==> config.mk <==
export PLATFORM = sky130hd
export DESIGN_NAME = cpu_obi_slice
export DESIGN_NICKNAME = d
export VERILOG_FILES = /design/src/rtl/obi_pkg.sv /design/src/rtl/cpu_obi_slice.sv
export SDC_FILE = /design/constraint.sdc
export NUM_CORES = 1
export LEC_CHECK = 0
export BUFFER_PORTS_ARGS = -buffer_cell sky130_fd_sc_hd__buf_2
export CAP_MARGIN = 10
export CORE_UTILIZATION = 42
export DETAILED_ROUTE_END_ITERATION = 10
export PLACE_DENSITY = 0.86
export SYNTH_ARGS = -nofsm -noshare
export SYNTH_HDL_FRONTEND = slang
export SYNTH_SLANG_ARGS = --single-unit
==> constraint.sdc <==
create_clock -name clk_i -period 1.43 [get_ports clk_i]
set_clock_uncertainty 0.05 [all_clocks]
set_input_delay 0 -clock clk_i [delete_from_list [all_inputs] [get_ports clk_i]]
set_output_delay 0 -clock clk_i [all_outputs]
set_load 0.03 [all_outputs]
==> src/rtl/obi_pkg.sv <==
// -----------------------------------------------------------------------------
// obi_pkg
//   Shared OBI request/response types used by the cpu_subsystem core ports.
//   obi_req_t  : req, we, be, addr, wdata   (core/manager -> bus)
//   obi_resp_t : gnt, rvalid, rdata         (bus -> core/manager)
// -----------------------------------------------------------------------------
package obi_pkg;

    typedef struct packed {
        logic        req;
        logic        we;
        logic [3:0]  be;
        logic [31:0] addr;
        logic [31:0] wdata;
    } obi_req_t;

    typedef struct packed {
        logic        gnt;
        logic        rvalid;
        logic [31:0] rdata;
    } obi_resp_t;

endpackage : obi_pkg

==> src/rtl/cpu_obi_slice.sv <==
// -----------------------------------------------------------------------------
// cpu_obi_slice
//   OBI register slice between a core port (instr or data) and the system bus.
//   Registers the request in a one-entry hold register, optionally registers
//   the response, and limits granted-but-unanswered transactions to
//   MAX_OUTSTANDING.
//
// Ports
//   clk_i        in   clock
//   rst_ni       in   asynchronous active-low reset (shared with the bus)
//   core_req_i   in   request from core
//   core_resp_o  out  gnt / rvalid / rdata to core
//   bus_req_o    out  request to system bus (driven from the hold register)
//   bus_resp_i   in   gnt / rvalid / rdata from system bus
//   busy_o       out  high while transactions are outstanding or hold is full
// -----------------------------------------------------------------------------
module cpu_obi_slice
    import obi_pkg::*;
#(
    parameter int unsigned MAX_OUTSTANDING = 2,
    parameter bit          REG_RESP        = 1'b1
) (
    input  logic      clk_i,
    input  logic      rst_ni,
    input  obi_req_t  core_req_i,
    output obi_resp_t core_resp_o,
    output obi_req_t  bus_req_o,
    input  obi_resp_t bus_resp_i,
    output logic      busy_o
);

    localparam int unsigned     CNT_W   = $clog2(MAX_OUTSTANDING + 1);
    localparam logic [CNT_W-1:0] CNT_MAX = CNT_W'(MAX_OUTSTANDING);

    logic             hold_valid_q;
    logic             hold_we_q;
    logic [3:0]       hold_be_q;
    logic [31:0]      hold_addr_q;
    logic [31:0]      hold_wdata_q;
    logic [CNT_W-1:0] out_cnt_q;

    logic             core_gnt;
    logic             rsp_rvalid;
    logic [31:0]      rsp_rdata;

    // The hold slot is free either when empty or when the bus takes its
    // current content this cycle, which allows one request per cycle.
    assign core_gnt = core_req_i.req
                    & (out_cnt_q < CNT_MAX)
                    & (~hold_valid_q | bus_resp_i.gnt);

    // ---------------------------------------------------------------- hold
    always_ff @(posedge clk_i or negedge rst_ni) begin
        if (!rst_ni) begin
            hold_valid_q <= 1'b0;
            hold_we_q    <= 1'b0;
            hold_be_q    <= '0;
            hold_addr_q  <= '0;
            hold_wdata_q <= '0;
        end else if (core_gnt) begin
            hold_valid_q <= 1'b1;
            hold_we_q    <= core_req_i.we;
            hold_be_q    <= core_req_i.be;
            hold_addr_q  <= core_req_i.addr;
            hold_wdata_q <= core_req_i.wdata;
        end else if (bus_resp_i.gnt) begin
            hold_valid_q <= 1'b0;
        end
    end

    // ------------------------------------------------------------- credits
    always_ff @(posedge clk_i or negedge rst_ni) begin
        if (!rst_ni) begin
            out_cnt_q <= '0;
        end else begin
            case ({core_gnt, bus_resp_i.rvalid})
                2'b10:   out_cnt_q <= out_cnt_q + CNT_W'(1);
                // A stray rvalid at zero is flagged below; never wrap.
                2'b01:   if (out_cnt_q != '0) out_cnt_q <= out_cnt_q - CNT_W'(1);
                default: out_cnt_q <= out_cnt_q;
            endcase
        end
    end

    // ------------------------------------------------------------ response
    if (REG_RESP) begin : g_reg_resp
        logic        rvalid_q;
        logic [31:0] rdata_q;

        always_ff @(posedge clk_i or negedge rst_ni) begin
            if (!rst_ni) begin
                rvalid_q <= 1'b0;
                rdata_q  <= '0;
            end else begin
                rvalid_q <= bus_resp_i.rvalid;
                if (bus_resp_i.rvalid) rdata_q <= bus_resp_i.rdata;
            end
        end

        assign rsp_rvalid = rvalid_q;
        assign rsp_rdata  = rdata_q;
    end else begin : g_comb_resp
        assign rsp_rvalid = bus_resp_i.rvalid;
        assign rsp_rdata  = bus_resp_i.rdata;
    end

    // ------------------------------------------------------------- outputs
    always_comb begin
        core_resp_o        = '0;
        core_resp_o.gnt    = core_gnt;
        core_resp_o.rvalid = rsp_rvalid;
        core_resp_o.rdata  = rsp_rdata;
    end

    always_comb begin
        bus_req_o       = '0;
        bus_req_o.req   = hold_valid_q;
        bus_req_o.we    = hold_we_q;
        bus_req_o.be    = hold_be_q;
        bus_req_o.addr  = hold_addr_q;
        bus_req_o.wdata = hold_wdata_q;
    end

    assign busy_o = (out_cnt_q != '0) | hold_valid_q;

    // ---------------------------------------------------------- assertions
    a_bus_stable : assert property (@(posedge clk_i) disable iff (!rst_ni)
        (bus_req_o.req && !bus_resp_i.gnt) |=> $stable(bus_req_o));

    a_cnt_max : assert property (@(posedge clk_i) disable iff (!rst_ni)
        out_cnt_q <= CNT_MAX);

    a_no_stray_rvalid : assert property (@(posedge clk_i) disable iff (!rst_ni)
        bus_resp_i.rvalid |-> (out_cnt_q != '0));

endmodule : cpu_obi_slice

Word level (Yosys, flattened, before mapping). Index checks and enable logic that the tools add are counted. Widths: inputs -> output; s select.

Output and inout bits: 105. Register bits: 105. Bits of input ports: 106.

Reduce and logical (&&, ||, !) cells: 4. Equal/unequal tests: 3. Magnitude comparators: 1. $add $sub $neg: 2. Bitwise operators: 5. Mux-type cells: 4.

Operators with widths (number): $reduce_bool 2->1 (3); $pmux 2 s2 (1); $add 2x1->2 const B (1); $and 1x1->1 (2); $eq 2x1->1 const B (1); $eq 2x2->1 const B (1); $lt 2x2->1 const B (1); $mux 1 (2); $mux 2 (1); $ne 2x2->1 const B (1); $or 1x1->1 (2); $reduce_and 2->1 (1); $sub 2x1->2 const B (1); $not 1->1 (1).

Longest topological paths before layout. Gate-level depths: netlist (run 1).

Word-level depth: 6. Gate-level depth with buffers: 5. Gate-level depth less buffers: 3.

Worst setup path before layout (run 1). Ideal clock, no wire load.

Kind: register to register. Start point: reg out_cnt_q[1]. End point: reg hold_addr_q[10]. Arrival: 1251 ps. Required time: 1255 ps. Cell stages (with the launch flop): 5. Path slack: 4 ps. Period minus slack after synthesis: 1426 ps. Cells stage by stage: dfrtp_1 -> nand2b_4 -> nor2_8 -> buf_12 -> mux2_4.

Longest elaborated chain between the ends: 3.

Ends and longest elaborated chain: start, declared (line cpu_obi_slice.sv:40) `logic [CNT_W-1:0] out_cnt_q;`; start signal, assigned (line cpu_obi_slice.sv:77) `2'b10: out_cnt_q <= out_cnt_q + CNT_W'(1);`; start signal, assigned (line cpu_obi_slice.sv:79) `2'b01: if (out_cnt_q != '0) out_cnt_q <= out_cnt_q - CNT_W'(1);`; start signal, assigned (line cpu_obi_slice.sv:80) `default: out_cnt_q <= out_cnt_q;`; $lt 2x2->1 (line cpu_obi_slice.sv:49) `& (out_cnt_q < CNT_MAX)`; $and 1x1->1 (line cpu_obi_slice.sv:49); $and 1x1->1 (line cpu_obi_slice.sv:50) `& (~hold_valid_q | bus_resp_i.gnt);`; end signal, assigned (line cpu_obi_slice.sv:64) `hold_addr_q <= core_req_i.addr;`; end, declared (line cpu_obi_slice.sv:38) `logic [31:0] hold_addr_q;`.

Every way passes these cells. A chain may end at the register's enable or synchronous reset.

Final worst setup path (run 1).
Start point: reg out_cnt_q[1]. End point: reg hold_wdata_q[9].

Longest elaborated chain between the ends: 3.

Ends and longest elaborated chain: $lt 2x2->1 (line cpu_obi_slice.sv:49); $and 1x1->1 (line cpu_obi_slice.sv:49); $and 1x1->1 (line cpu_obi_slice.sv:50); end signal, assigned (line cpu_obi_slice.sv:65) `hold_wdata_q <= core_req_i.wdata;`; end, declared (line cpu_obi_slice.sv:39) `logic [31:0] hold_wdata_q;`.

Every way passes these cells.

==> metrics.txt, run 1 <==
outcome finished with violations; failing checks setup timing; Yosys top cell area share 60.6%; # setup viols final 69; die area 10700 um2; DRC violations left 0; Power Density 1660 nW/um2; Pins Over Slew Limit 0; initial core utilization 43.9%; Placed Cells 573; critical-path cell list nand2b_4 > nor2_8 > buf_12 > clkbuf_16 > mux2_4; core region area 9860 um2; post-synth top area cell dfrtp_1; total number of vias 3288; Worst EP required 1.62 ns; number of I/O pins 211; CTS tree done; sequential power share 36.7%; initial antenna violation count 1; worst path bufs/invs 2; Hold Slack 0.0279 ns; Max clock buf depth 2; Final #Nets 677; crit end category flop; clock-pin slew on the worst setup and hold paths 0.09 ns; Synth Cell Area 4330 um2; CP Max Fanout 8; initial drt markers 120; CTS sink cnt 105; worst setup margin -0.108 ns; drt wl/cell 17.1 um; Root Driver clkbuf_8; Cell Int Power 0.00740 W; Yosys reg bits 105; GP Congestion 0.742; min Tclk post-route 1.54 ns; crit path DAT 1.73 ns; number of global-route vias before repair 3623; Gate Count Post-Synth 236; critical path launch point type flop; CP peak stage delay 0.40 ns; Synth area leaders dfrtp_1, mux2_4, mux2_1; mean area per synthesized cell 18.4 um2; sequential-to-total area share from yosys stat 60.6%; Post-Layout Cell Count 710; die width 104 um; fin crit share 108%; Num CTS Buffers 9; H-tree depth 3; WS Path Type reg -> reg; total track usage 22.4%; delay-heaviest family, CP flip-flops; Site Rows 36; fmax 650 MHz; DRT Pass-1 Iters 4; total wire length 12100 um; total grt overflow 0; Peak VDD IR 0.941 mV; estimated wirelength of the detail-placed design 6590 um; largest net degree at the start of global routing 106; ratio of cells with drive above 1 in the final layout 56.3%; Final ANT Viol Nets 0; chip height 104 um; RSZ-0062 raised after global routing yes; Gate power share 44.8%; Slew HR 62.4%; clock share of power 18.5%; Net Count, Synth 342; Synth Warn # 0; Lkg Pwr 3.53 nW; first-pass GRT wire length 18500 um; Layout area overhead 63.1%; Hold Path Class in -> reg; final-report hold violation count 0; Worst-Skew Late Latency 0.35 ns; Net Switching 0.00433 W; Avg Vias per Cell 4.63; Sw Ratio 36.9%; Slew @ Worst Pin 0.564 ns; IO buf count 210; Unique masters post-synth 18; max_cap viols 0; cell type of the slowest stage on the worst timing path dfrtp_1
[per-layer routing]
layer / vias to the layer above / wire [um] / global-route usage [%]
met4: 0 / 335 / 9.52
met1: 1628 / 4610 / 24.7
met2: 141 / 6500 / 40.4
met5: - / 0 / 0
met3: 27 / 683 / 5.85
li1: 1492 / - / -
[layout make-up]
class                           count  area (um2)
Multi-Input combinational cell    115        1520
Antenna cell                        1        2.50
Sequential cell                   105        2630
Inverter                            1        3.75
Fill cell                         642        2800
Tap cell                          133         166
Clock buffer                       11         141
Clock inverter                      5         103
Timing Repair Buffer              339        2500
[cells in the final DEF (no fill, tap or decap)]
| cell | synthesis | final |
|---|---|---|
| buf_16 | 0 | 4 |
| bufinv_16 | 0 | 3 |
| buf_12 | 7 | 7 |
| nor2_8 | 1 | 1 |
| dlygate4sd3_1 | 0 | 104 |
| mux2_4 | 69 | 69 |
| buf_2 | 4 | 207 |
| nor4b_1 | 1 | 1 |
| dfrtp_1 | 105 | 105 |
| clkbuf_8 | 0 | 10 |
| nand2b_1 | 2 | 2 |
| buf_6 | 0 | 2 |
| nor2b_4 | 1 | 1 |
| buf_4 | 4 | 12 |
| buf_8 | 0 | 1 |
| clkbuf_16 | 0 | 2 |
| xor2_1 | 1 | 1 |
| a211o_1 | 1 | 1 |
| clkbuf_1 | 0 | 1 |
| diode_2 | 0 | 1 |
| a21oi_1 | 1 | 1 |
| mux2_1 | 32 | 32 |
| o21ai_1 | 2 | 2 |
| clkinvlp_4 | 0 | 1 |
| or3_4 | 0 | 1 |
| clkinv_2 | 0 | 1 |
| nand2b_4 | 1 | 1 |
| nand2_1 | 2 | 2 |
| inv_2 | 1 | 1 |
[stage by stage]
step / util, % / total power, W / setup WS (ns) / instance area [um2] / setup TNS, ns
global route: 71.6 / 0.0122 / -0.143 / 7070 / -7.20
finish: 71.6 / 0.0117 / -0.108 / 7070 / -4.42
CTS: 69.7 / 0.0115 / -0.109 / 6880 / -3.79
global placement: 55.4 / 0.00872 / 0.0191 / 5470 / 0
detailed placement: 55.4 / 0.00887 / -0.0189 / 5470 / -0.314
floorplan: - / 0.00763 / 0.00376 / 4330 / 0
[sequential cells by signal, indices dropped and copies added (netlist names)]
register / flops
hold_wdata_q: 32
hold_valid_q: 1
g_reg_resp.rvalid_q: 1
hold_be_q: 4
hold_we_q: 1
out_cnt_q: 2
g_reg_resp.rdata_q: 32
hold_addr_q: 32
[repair_timing]
item,CTS,global route
hold buffers,104,0
pin swaps,1,1
resized for setup,7,7
buffers inserted,1,10
gates cloned,3,2
hold endpoints to repair,209,0
endpoints found under the setup margin,62,71
[power groups by stage]
stage	sequential, W	combinational (W)	clock (W)
4_1_cts	0.00427	0.00498	0.00223
3_3_place_gp	0.00425	0.00447	0
5_1_grt	0.00438	0.00547	0.00238
2_1_floorplan	0.00586	0.00177	0
3_5_place_dp	0.00430	0.00457	0
6_report	0.00430	0.00525	0.00217
[logic make-up (layout without fill, tap and decap cells)]
family,after synthesis,count (layout),synth area share [%]
xor gates and xnor gates,1,1,0.202
DFF,105,105,60.6
and+or+nand+nor,9,9,1.91
buffers and inverters,16,356,4.48
AOI/OAI and AO/OA,4,4,0.549
other,0,1,0
muxes,101,101,32.2
[synthesized netlist by cell type]
library cell / n
o21ai_1: 2
xor2_1: 1
mux2_1: 32
nand2b_4: 1
a21oi_1: 1
a211o_1: 1
buf_4: 4
nor4b_1: 1
or3_1: 1
nor2b_4: 1
buf_12: 7
nor2_8: 1
buf_2: 4
nand2b_1: 2
nand2_1: 2
inv_2: 1
dfrtp_1: 105
mux2_4: 69
[worst paths after layout]
check | start | end | slack (ns) | cells past startpoint
worst max-delay path | out_cnt_q[1]$_DFFE_PN0P_ | hold_wdata_q[9]$_DFFE_PN0P_ | -0.11 | 5
worst min-delay path | bus_resp_i[32] | g_reg_resp.rdata_q[1]$_DFFE_PN0P_ | 0.03 | 2
worst max register to register | out_cnt_q[1]$_DFFE_PN0P_ | hold_wdata_q[9]$_DFFE_PN0P_ | -0.11 | 5
worst min register to register | g_reg_resp.rdata_q[2]$_DFFE_PN0P_ | g_reg_resp.rdata_q[2]$_DFFE_PN0P_ | 0.43 | 1
max in group asynchronous | rst_ni | g_reg_resp.rdata_q[6]$_DFFE_PN0P_ | 0.70 | 3
min in group asynchronous | rst_ni | hold_wdata_q[31]$_DFFE_PN0P_ | 0.18 | 3
[worst register-to-register path: stages, from the launching register on]
cell and delay [ns]:
dfrtp_1 0.40, nand2b_4 0.17, nor2_8 0.17, buf_12 0.16
clkbuf_16 0.17, mux2_4 0.31
No activity file was read; power rests on OpenSTA's default activity.
==> inputs of run 2 (changes only) <==
- GPL_TIMING_DRIVEN: unset -> 0
==> metrics.txt, run 2 (synthesis gave the netlist of run 1 again) <==
Power Density 1580 nW/um2 (-4.7%); Largest regs g_reg_resp.rdata_q: 32 flops, hold_addr_q: 32 flops, hold_wdata_q: 32 flops; crit end category flop; Lkg Pwr 3.47 nW (-1.5%); number of global-route vias before repair 3639 (+0.44%); Hold Path Class in -> async; Avg Vias per Cell 4.57 (-1.4%); initial antenna violation count 0 (-1); CTS sink cnt 105 (unchanged); initial core utilization 43.9% (unchanged); largest net degree at the start of global routing 62 (-42%); Root Driver clkbuf_8; core region area 9860 um2 (unchanged); fin crit share 105% (-2.5 points); total grt overflow 0 (unchanged); diode count 0 (-1); failing checks setup timing; DRC violations left 0 (unchanged); TNS Setup -3.42 ns (+1.00 ns); Post-DP Area 5580 um2 (+2.1%); DRT Pass-1 Iters 4 (unchanged); RSZ-0062 raised after global routing yes; most frequent cells in the layout buf_2, dfrtp_1, dlygate4sd3_1; pre-CTS WS -0.136 ns (-0.117 ns); first-pass GRT wire length 18800 um (+1.2%); crit path DAT 1.68 ns (-0.05 ns); Peak VDD IR 0.982 mV (+4.3%); die width 104 um (unchanged); Slew HR 59.8% (-2.6 points); Final #Nets 679 (+0.30%); Num CTS Buffers 9 (unchanged); Placed Cells 580 (+1.2%); CP Max Fanout 10 (+2); Fillers 637 (-0.78%); critical path launch point type flop; Worst-Skew Late Latency 0.34 ns (about the same); commonest non-fill, non-tap cell in the layout buf_2; estimated wirelength of the detail-placed design 6820 um (+3.5%); outcome finished with violations; Pins Over Slew Limit 0 (unchanged); min Tclk post-route 1.50 ns (-0.0360 ns); final-report hold violation count 0 (unchanged); H-tree depth 3 (unchanged); IO buf count 210 (unchanged); CTS tree done; total track usage 22.4% (about the same); GP Congestion 0.750 (+1.1%); worst setup margin -0.0720 ns (+0.0360 ns); initial drt markers 80 (-33%); Max clock buf depth 2 (unchanged); Final ANT Viol Nets 0 (unchanged); post-layout instance area 6930 um2 (-1.9%); WS Path Type reg -> reg; Post-Layout Cell Count 708 (-0.28%); ratio of cells with drive above 1 in the final layout 55.7% (-0.60 points); # setup viols final 66 (-4.3%); register-to-register setup slack -0.07 ns (+0.04 ns); chip height 104 um (unchanged); total number of vias 3233 (-1.7%); max_cap viols 0 (unchanged); clock-pin slew on the worst setup and hold paths 0.09 ns (about the same); Worst EP required 1.61 ns (about the same); number of I/O pins 211 (unchanged); total wire length 11500 um (-5.1%); Layout area overhead 59.9%; drt wl/cell 16.3 um (-4.8%); die area 10700 um2 (unchanged); fmax 666 MHz (+2.4%); Slew @ Worst Pin 0.603 ns (+0.0385 ns); Site Rows 36 (unchanged)
run 2: cell types whose count changed in the layout (fill, tap and decap cells not counted), moves of 3 or more:
cell | before | now
buf_16 | 4 | 1
buf_4 | 12 | 6
buf_6 | 2 | 9
buf_2 | 207 | 211
bufinv_16 | 3 | 0
run 2: where the power goes:
part | leakage [nW] | switching (W) | total (W) | internal [W]
clock network | 0.0782 | 0.000892 | 0.00155 | 0.000653
registers | 1.23 | 0.000496 | 0.00429 | 0.00379
logic | 2.17 | 0.00280 | 0.00513 | 0.00233
run 2: final timing paths:
kind,depth (start not counted),from,end
min in group clk_i,2,bus_resp_i[32],g_reg_resp.rvalid_q$_DFF_PN0_
worst max register to register,5,hold_valid_q$_DFFE_PN0P_,hold_addr_q[23]$_DFFE_PN0P_
worst min register to register,1,g_reg_resp.rdata_q[27]$_DFFE_PN0P_,g_reg_resp.rdata_q[27]$_DFFE_PN0P_
worst max-delay path,5,hold_valid_q$_DFFE_PN0P_,hold_addr_q[23]$_DFFE_PN0P_
worst min-delay path,2,rst_ni,g_reg_resp.rdata_q[19]$_DFFE_PN0P_
max in group asynchronous,3,rst_ni,hold_addr_q[20]$_DFFE_PN0P_
run 2: metal layers:
metal | vias to the layer above | global-route usage [%] | routed length (um)
met3 | 24 | 4.03 | 506
met1 | 1590 | 25.0 | 4470
li1 | 1489 | - | -
met5 | - | 0 | 0
met2 | 130 | 41.7 | 6260
met4 | 0 | 9.21 | 281
run 2: repair_timing:
action,in CTS,in global routing
resized for setup,9,2
pin swaps,2,1
hold buffers,105,0
buffers inserted,8,0
endpoints found under the setup margin,70,70
gates cloned,0,2
hold endpoints to repair,149,0
run 2: critical path: stages, from the launching register on:
cell     delay, ns
dfrtp_1       0.42
nor2b_4       0.16
nor2_8        0.16
buf_6         0.15
buf_12        0.15
mux2_4        0.30
run 2: area by class of cell:
class	count	area, um2	share of cell area (%)
multi-input combinational	115	1510	21.8
tap	133	166	2.40
buffer	15	194	2.80
inverter	1	3.75	0.0542
sequential	105	2630	37.9
clock inverter	1	5.00	0.0722
timing repair buffer	326	2280	32.9
clock buffer	12	145	2.09
run 2: stage by stage:
step                      utilization (%)  hold WS (ns)  power, W
after floorplan                         -        -0.346   0.00763
after global placement               56.3        0.0697   0.00885
after detailed placement             56.6      -0.00264   0.00898
after CTS                            69.7         0.150    0.0109
after global routing                 70.3         0.185    0.0115
final                                70.3         0.148    0.0110
==> inputs of run 3 (changes only) <==
- ABC_AREA: unset -> 1
- CORE_UTILIZATION: 42 -> 41
- GPL_TIMING_DRIVEN: 0 -> unset
- MAX_ROUTING_LAYER: unset -> met4
==> metrics.txt, run 3 <==
# setup viols final 0 (-100%); GP Congestion 0.779 (+3.8%); total grt overflow 0 (unchanged); final-report hold violation count 0 (unchanged); max_cap viols 0 (unchanged); pre-CTS WS 0.101 ns (+0.237 ns); Gate Count Post-Synth 454 (+92%); Synth Flop Type dfrtp_1; most common cell in the netlist nand2_1; diode count 0 (unchanged); Yosys top cell area share 65.0% (+4.4 points); Site Rows 35 (-2.8%); initial drt markers 134 (+68%); Slew @ Worst Pin 0.447 ns (-0.156 ns); core region area 9370 um2 (-5.0%); fraction of registers with async set/reset 100% (unchanged); worst setup margin 0.0733 ns (+0.145 ns); clock share of power 14.9% (+0.8 points); Yosys reg bits 105 (unchanged); Final Util 70.8% (+0.53 points); estimated wirelength of the detail-placed design 7240 um (+6.1%); post-layout instance area 6630 um2 (-4.3%); critical path launch point type flop; total wire length 13600 um (+19%); IO buf count 210 (unchanged); chip height 101 um (-2.2%); sequential power share 38.3% (-0.8 points); DRT Pass-1 Iters 4 (unchanged); Hold Slack 0.0328 ns (-0.115 ns); Adder-Cell Fraction of Synth Area 0% (unchanged); RSZ-0062 raised after global routing no; largest net degree at the start of global routing 70 (+13%); Compound-Gate Fraction of Synth Area 0.124% (-0.42 points); number of I/O pins 211 (unchanged); ratio of cells with drive above 1 in the final layout 31.4% (-24 points); Post-DP Area 5180 um2 (-7.1%); Unique masters post-synth 13 (-5); post-synth top area cell dfrtp_1; first-pass GRT wire length 21100 um (+13%); WS Path Type reg -> out; Num CTS Buffers 9 (unchanged); Avg Vias per Cell 4.82 (+5.4%); Max clock buf depth 2 (unchanged); Root Driver clkbuf_8; Gate power share 46.9% (about the same); H-tree depth 3 (unchanged); fmax 737 MHz (+11%); Post-Synth XOR/XNOR Area 0% (-0.20 points); min Tclk post-route 1.36 ns (-0.145 ns); Slew HR 70.2% (+10 points); total number of vias 4377 (+35%); number of global-route vias before repair 4482 (+23%); Largest regs g_reg_resp.rdata_q: 32 flops, hold_addr_q: 32 flops, hold_wdata_q: 32 flops; commonest non-fill, non-tap cell in the layout nand2_1; crit end category output port; Net Count, Synth 560 (+64%); drt wl/cell 15.0 um (-7.7%); initial antenna violation count 0 (unchanged); DRC violations left 0 (unchanged); Hold Path Class in -> reg; Synth Cell Area 4040 um2 (-6.8%); CP Max Fanout 5 (-5); fin crit share 94.9% (-10 points); Synth area leaders dfrtp_1, nand2_1, buf_6; outcome finished clean; Power Density 1820 nW/um2 (+15%); Net Switching 0.00549 W (+31%); Pins Over Slew Limit 0 (unchanged); CTS tree done; Peak VDD IR 0.877 mV (-11%); initial core utilization 43.1% (-0.81 points); proportion of synthesized area in mux cells 0% (-32 points); Worst-Skew Late Latency 0.34 ns (about the same); Sw Ratio 45.5% (+7.2 points); TNS Setup 0 ns (+3.42 ns); mean area per synthesized cell 8.90 um2 (-52%); die area 10300 um2 (-4.4%); Lkg Pwr 3.77 nW (+8.5%); Layout area overhead 64.2%; CTS sink cnt 105 (unchanged); Final ANT Viol Nets 0 (unchanged); Synth Area in Simple Gates 29.9% (+28 points); sequential-to-total area share from yosys stat 65.0% (+4.4 points); total track usage 27.7% (+5.3 points); Post-synth EDFFs 0 (unchanged); Synth Warn # 0 (unchanged); Final #Nets 881 (+30%); most frequent cells in the layout nand2_1, buf_2, dlygate4sd3_1; Cell Int Power 0.00659 W (-2.7%); crit path DAT 1.31 ns (-0.37 ns); Post-synth top cells nand2_1, dfrtp_1, buf_2; main combinational cell family by area after synthesis simple AND/OR/NAND/NOR gates; Worst EP required 1.38 ns (-0.23 ns); die width 101 um (-2.2%); clock-pin slew on the worst setup and hold paths 0.09 ns (about the same)
run 3: changes by cell type in the layout (fill, tap and decap cells not counted), moves of 3 or more:
cell,previous run,this run
nand2_1,2,309
mux2_4,69,0
mux2_1,32,0
buf_6,9,1
dlygate4sd3_1,105,112
buf_12,7,3
buf_2,211,207
inv_1,0,4
nand3_1,0,4
inv_6,0,3
run 3: final timing paths:
check / cells after the start / start / end / slack, ns
worst min register to register: 2 / hold_addr_q[30]$_DFFE_PN0P_ / hold_addr_q[30]$_DFFE_PN0P_ / 0.43
min in group asynchronous: 2 / rst_ni / hold_wdata_q[4]$_DFFE_PN0P_ / 0.10
worst max-delay path: 5 / out_cnt_q[1]$_DFFE_PN0P_ / core_resp_o[33] / 0.07
worst min-delay path: 4 / bus_resp_i[32] / out_cnt_q[1]$_DFFE_PN0P_ / 0.03
max in group asynchronous: 3 / rst_ni / hold_wdata_q[11]$_DFFE_PN0P_ / 0.68
worst max register to register: 6 / out_cnt_q[1]$_DFFE_PN0P_ / hold_wdata_q[23]$_DFFE_PN0P_ / 0.09
run 3: logic make-up (layout without fill, tap and decap cells):
group / after synthesis / count (layout)
buffers and inverters: 31 / 357
and+or+nand+nor: 317 / 317
DFF: 105 / 105
AOI/OAI and AO/OA: 1 / 1
run 3: routing by layer:
layer  vias up  part of all wire (%)  GRT usage, %
met5         -                     0             -
met4         0                   4.1          14.0
met3        59                   7.5          6.21
met2       247                    51          48.5
met1      2084                    37          29.2
li1       1987                     -             -
run 3: layout make-up:
cell class / count / area [um2]
Clock buffer: 12 / 165
Multi-Input combinational cell: 318 / 1220
Inverter: 6 / 27.5
Tap cell: 129 / 161
Fill cell: 662 / 2740
Timing Repair Buffer: 335 / 2400
Clock inverter: 4 / 33.8
Sequential cell: 105 / 2630
run 3: power by group through the flow:
stage | registers (W) | clock network, W | logic, W
finish | 0.00462 | 0.00179 | 0.00566
global route | 0.00472 | 0.00198 | 0.00606
CTS | 0.00459 | 0.00185 | 0.00551
detailed placement | 0.00464 | 0 | 0.00506
global placement | 0.00457 | 0 | 0.00493
floorplan | 0.00662 | 0 | 0.00146
run 3: stage by stage:
| step | power (W) | std cells |
|---|---|---|
| after floorplan | 0.00807 | 454 |
| after global placement | 0.00951 | 775 |
| after detailed placement | 0.00970 | 775 |
| after CTS | 0.0120 | 907 |
| after global routing | 0.0128 | 909 |
| final | 0.0121 | 909 |
run 3: worst max-delay path: stages (launching register included):
cell	delay, ns
dfrtp_1	0.43
nor2_4	0.13
nand2_4	0.10
inv_6	0.09
buf_16	0.11
buf_8	0.12
run 3: repair_timing:
action,4_1_cts,5_1_grt
endpoints found under the hold margin,207,0
hold buffers,112,0
pin swaps,0,3
setup endpoints to repair,2,18
resized for setup,6,6
gates cloned,2,0
setup buffers,2,2
